--- src/rtl/pipeline_hazard_ctrl.sv ---
// Front-end pipeline sequencer for the 16-bit datapath: load-use stalls, mul/div
// occupancy, taken-branch flushes and HALT, driving PC enable and IF/DF, DF/EX control.
module pipeline_hazard_ctrl #(
  parameter int REG_ADDR_W    = 4,
  parameter int MULDIV_CYCLES = 4,
  parameter int CNT_W         = 16
) (
  input  logic                  clk,
  input  logic                  rst,
  input  logic [REG_ADDR_W-1:0] df_rs1,
  input  logic [REG_ADDR_W-1:0] df_rs2,
  input  logic                  df_muldiv,
  input  logic                  df_halt,
  input  logic                  ex_mem_read,
  input  logic [REG_ADDR_W-1:0] ex_rd,
  input  logic                  branch_taken,
  output logic                  pc_write,
  output logic                  if_df_stall,
  output logic                  if_df_flush,
  output logic                  df_ex_bubble,
  output logic                  halted,
  output logic [CNT_W-1:0]      stall_cnt
);

  // state   | meaning
  // RUN     | normal issue; resolves branch, halt, mul/div and load-use hazards
  // MD_WAIT | mul/div occupying EX; front end held until md_cnt reaches 0
  // HALT    | core stopped; only rst leaves
  typedef enum logic [1:0] {
    RUN     = 2'd0,
    MD_WAIT = 2'd1,
    HALT    = 2'd2
  } state_e;

  // The entry cycle in RUN is one of the MULDIV_CYCLES stall cycles, and the
  // md_cnt==0 cycle in MD_WAIT is another, hence the -2 preload.
  localparam logic [3:0] MD_LOAD = 4'(MULDIV_CYCLES - 2);

  state_e           state_q, state_d;
  logic [3:0]       md_cnt_q, md_cnt_d;
  logic [CNT_W-1:0] stall_cnt_q, stall_cnt_d;
  logic             lu_hit;

  assign lu_hit = ex_mem_read && (ex_rd != '0) &&
                  ((ex_rd == df_rs1) || (ex_rd == df_rs2));

  always_comb begin
    state_d      = state_q;
    md_cnt_d     = md_cnt_q;
    pc_write     = 1'b0;
    if_df_stall  = 1'b0;
    if_df_flush  = 1'b0;
    df_ex_bubble = 1'b0;
    halted       = 1'b0;

    if (rst) begin
      if_df_flush  = 1'b1;
      df_ex_bubble = 1'b1;
      state_d      = RUN;
      md_cnt_d     = '0;
    end else begin
      unique case (state_q)
        RUN: begin
          if (branch_taken) begin
            if_df_flush  = 1'b1;
            df_ex_bubble = 1'b1;
            pc_write     = 1'b1;
          end else if (df_halt) begin
            if_df_stall = 1'b1;
            state_d     = HALT;
          end else if (df_muldiv) begin
            if_df_stall = 1'b1;
            md_cnt_d    = MD_LOAD;
            state_d     = MD_WAIT;
          end else if (lu_hit) begin
            if_df_stall  = 1'b1;
            df_ex_bubble = 1'b1;
          end else begin
            pc_write = 1'b1;
          end
        end

        MD_WAIT: begin
          // A taken branch here is older than the mul/div's successors: abort the wait.
          if (branch_taken) begin
            if_df_flush  = 1'b1;
            df_ex_bubble = 1'b1;
            pc_write     = 1'b1;
            md_cnt_d     = '0;
            state_d      = RUN;
          end else begin
            if_df_stall  = 1'b1;
            df_ex_bubble = 1'b1;
            if (md_cnt_q == '0) begin
              state_d = RUN;
            end else begin
              md_cnt_d = md_cnt_q - 4'd1;
            end
          end
        end

        HALT: begin
          if_df_stall  = 1'b1;
          df_ex_bubble = 1'b1;
          halted       = 1'b1;
        end

        default: begin
          state_d  = RUN;
          md_cnt_d = '0;
        end
      endcase
    end
  end

  always_comb begin
    stall_cnt_d = stall_cnt_q;
    if (rst) begin
      stall_cnt_d = '0;
    end else if (if_df_stall && (stall_cnt_q != {CNT_W{1'b1}})) begin
      stall_cnt_d = stall_cnt_q + 1'b1;
    end
  end

  always_ff @(posedge clk) begin
    if (rst) begin
      state_q     <= RUN;
      md_cnt_q    <= '0;
      stall_cnt_q <= '0;
    end else begin
      state_q     <= state_d;
      md_cnt_q    <= md_cnt_d;
      stall_cnt_q <= stall_cnt_d;
    end
  end

  assign stall_cnt = stall_cnt_q;

endmodule

--- config.mk ---
export PLATFORM = sky130hd
export DESIGN_NAME = pipeline_hazard_ctrl
export DESIGN_NICKNAME = d
export VERILOG_FILES = /design/src/rtl/pipeline_hazard_ctrl.sv
export SDC_FILE = /design/constraint.sdc
export NUM_CORES = 1
export LEC_CHECK = 0
export ABC_CLOCK_PERIOD_IN_PS = 6500
export BUFFER_PORTS_ARGS = -buffer_cell sky130_fd_sc_hd__buf_2
export CELL_PAD_IN_SITES_DETAIL_PLACEMENT = 0
export CELL_PAD_IN_SITES_GLOBAL_PLACEMENT = 1
export CORE_MARGIN = 2
export CORE_UTILIZATION = 40
export DETAILED_ROUTE_END_ITERATION = 10
export GPL_ROUTABILITY_DRIVEN = 0
export MAX_ROUTING_LAYER = met4
export PLACE_DENSITY_LB_ADDON = 0.08
export SYNTH_ARGS = -nofsm -noshare
export SYNTH_HDL_FRONTEND = slang
export SYNTH_SLANG_ARGS = --single-unit
--- constraint.sdc ---
create_clock -name clk -period 6.5 [get_ports clk]
set_input_delay 0.975 -clock clk [delete_from_list [all_inputs] [get_ports clk]]
set_output_delay 0.975 -clock clk [all_outputs]
set_load 0.02 [all_outputs]
==> impl_metrics.json <==
{
  "cts.hold.buffers_added": 0,
  "cap_viol_max_count": 0,
  "dp.final_hpwl_mm": 2.31,
  "number_of_cells_on_the_worst_reg_to_reg_path": 8,
  "timing.fmax_mhz": 306,
  "fp.dieH_um": 62.8,
  "timing.final.hold_violations": 0,
  "seq_area_um2": 440,
  "final-max-slew-violation-count": 0,
  "cts_resized": 0,
  "setup_viol_count_final": 0,
  "synthTopCellsByCount": "sky130_fd_sc_hd__dfxtp_1 (22), sky130_fd_sc_hd__a21oi_1 (14), sky130_fd_sc_hd__nand2_1 (13), sky130_fd_sc_hd__nor2_1 (13), sky130_fd_sc_hd__xnor2_1 (12)",
  "worst_hold_path_type": "reg -> reg",
  "overflow": 0,
  "post-cts-setup-buffer-count": 0,
  "drive_above_1_share_pct": 23.2,
  "hold_path_depth": 2,
  "drt_pass1_iterations": 4,
  "design.die.area_um2": 3940,
  "die_width_um": 62.8,
  "floorplan.rows": 21,
  "global_route_wire_length_before_repair_mm": 5.40,
  "worst-setup-path-type": "in -> out",
  "track_usage_pct": 17.1,
  "synthFlopType": "sky130_fd_sc_hd__dfxtp_1",
  "cts.reportedPaths.clkPinSlew_ns": 0.12,
  "tritoncts": "built",
  "yosysSeqAreaShare_pct": 31.9,
  "ys_seq_elements": 22,
  "yosysTopAreaCell": "sky130_fd_sc_hd__dfxtp_1",
  "ys_warn_count": 0,
  "design.core.area_um2": 3340,
  "power.ir.vdd_worst_uv": 158,
  "netlist_area_before_placement_um2": 1380,
  "worst_hold_slack_ns": 0.501,
  "area_of_the_multi_input_gates_um2": 886,
  "leakage_power_nw": 0.669,
  "placed_area_um2": 1600,
  "route.final.wire_length_mm": 2.97,
  "mappedNetlistNets": 191,
  "io_buffer_count": 38,
  "synth.top_cells.by_area": "sky130_fd_sc_hd__dfxtp_1 (32%), sky130_fd_sc_hd__xnor2_1 (7.6%), sky130_fd_sc_hd__ha_1 (6.3%)",
  "clockRootBuffer": "sky130_fd_sc_hd__clkbuf_4",
  "i_o_pin_count": 39,
  "routed-via-count": 1281,
  "postLayoutCellArea_um2": 1620,
  "netlist-cell-type-count": 38,
  "ant_nets": 0,
  "critPathArrivalTime_ns": 2.29,
  "post_drt_via_cell_ratio": 5.14,
  "synth_most_common_cell": "sky130_fd_sc_hd__dfxtp_1",
  "powerDensity_nw_per_um2": 201,
  "post_synthesis_async_set_or_reset_flop_share_pct": 0,
  "max_slew_margin_pct": 60.3,
  "grt_setup_unrepaired": "no",
  "grt_antenna_before_repair": 0,
  "skew_ns": 0.00925,
  "detailedRoute.firstIterationViolations": 96,
  "first_global_vias": 1227,
  "synth_top_cell_area_share_pct": 31.9,
  "critical_path.max_fanout": 26,
  "detail_route.wl_per_cell_um": 11.9,
  "cts-htree-levels": 1,
  "setup.worst_path.start_class": "input pin",
  "insertion_delay_ns": 0.30,
  "worst-endpoint-required_ns": 5.52,
  "status": "finished, final reports clean",
  "syn_avg_cell_area_um2": 8.33,
  "numClockSinks": 22,
  "synth-edff-count": 0,
  "finalCriticalPeriod_ns": 3.27,
  "grt_start_max_net_pins": 27,
  "cts_buffers": 3,
  "timing_worst_slew_pin_value_ns": 0.591,
  "layout.filler_cells": 355,
  "final_core_util_pct": 48.6,
  "drcViolationCount": 0,
  "endpoint_kind": "output port",
  "fin_nets": 230,
  "finalSetupTns_ns": 0,
  "areaGrowthSynthToFinish_pct": 17.4,
  "initial_core_util_pct": 41.4,
  "synth_cells": 166,
  "antenna-diode-count": 0,
  "cts_max_path_buffers": 2,
  "period_utilization_pct": 50.3
}
==> worst max-delay path, cell delays in order <==
cell and delay [ns]:
sky130_fd_sc_hd__buf_2 0.39, sky130_fd_sc_hd__nor4b_4 0.10, sky130_fd_sc_hd__o21ai_0 0.15, sky130_fd_sc_hd__nand2_1 0.10, sky130_fd_sc_hd__a31oi_1 0.31, sky130_fd_sc_hd__inv_1 0.09, sky130_fd_sc_hd__buf_2 0.17
==> cell families after synthesis <==
logic type      after synthesis  share of synthesized area [%]
compound gates               41                           18.6
simple gates                 66                           26.8
buf+inv                      11                           4.07
mux                           3                           2.26
xor+xnor                     16                           10.1
fa+ha+maj                     7                           6.33
flops                        22                           31.9
==> final cells by class <==
cell class                      count  share of cell area, %
Multi-Input combinational cell    133                   54.6
Tap cell                           46                   3.55
Clock buffer                        3                   1.39
Sequential cell                    22                   27.1
Timing Repair Buffer               38                   11.7
Inverter                            7                   1.62
==> cells in the final DEF, fill, tap and decap left out, types with 2 or more instances in the layout <==
cell type                   n
sky130_fd_sc_hd__dfxtp_1   22
sky130_fd_sc_hd__a211oi_1   2
sky130_fd_sc_hd__and3_1     3
sky130_fd_sc_hd__or3_1      5
sky130_fd_sc_hd__nand3_1    4
sky130_fd_sc_hd__o31ai_1    5
sky130_fd_sc_hd__ha_1       7
sky130_fd_sc_hd__nor2b_1    4
sky130_fd_sc_hd__nand2_1   13
sky130_fd_sc_hd__buf_2     38
sky130_fd_sc_hd__xor2_1     4
sky130_fd_sc_hd__and2_1     3
sky130_fd_sc_hd__nand4_1    7
sky130_fd_sc_hd__or4_1      5
sky130_fd_sc_hd__a21oi_1   14
sky130_fd_sc_hd__nor2_1    13
sky130_fd_sc_hd__clkbuf_4   3
sky130_fd_sc_hd__inv_1      7
sky130_fd_sc_hd__xnor2_1   12
sky130_fd_sc_hd__nand2b_1   2
sky130_fd_sc_hd__o21bai_1   2
sky130_fd_sc_hd__mux2i_1    2
sky130_fd_sc_hd__o21ai_0   11
==> worst paths after layout <==
check | from | to | slack [ns]
setup / recovery | rst | if_df_stall | 3.23
hold / removal | stall_cnt[15] | stall_cnt[15] | 0.50
setup reg to reg | state_q[0] | stall_cnt[13] | 4.04
hold reg to reg | stall_cnt[15] | stall_cnt[15] | 0.50
==> sequential cells by signal, summed over array words and instances (netlist names) <==
| name | cells |
|---|---|
| md_cnt_q | 4 |
| state_q | 2 |
| stall_cnt | 16 |
==> metal layers <==
metal,up-vias,wire [um],global-route usage [%],share of wire (%)
li1,672,-,-,-
met1,595,1360,20.1,46
met2,12,1520,29.8,51
met3,2,67,3.78,2.3
met4,0,23,3.61,0.78
met5,-,0,-,0
==> power by group <==
group / internal (mW) / total (mW) / switching [mW] / leakage, nW
logic: 0.0496 / 0.112 / 0.0629 / 0.476
registers: 0.145 / 0.153 / 0.00832 / 0.178
clock network: 0.0216 / 0.0597 / 0.0381 / 0.0138
total: 0.216 / 0.326 / 0.109 / 0.669
==> per-stage QoR <==
stage                     total power [mW]  std cells  setup slack (ns)
final                                0.326        249              3.23
after global routing                 0.355        249              3.01
after CTS                            0.332        249              3.21
after detailed placement             0.269        246              3.20
after global placement               0.267        246              3.26
after floorplan                      0.243        166              3.52
Power figures use the tool's default switching activity.
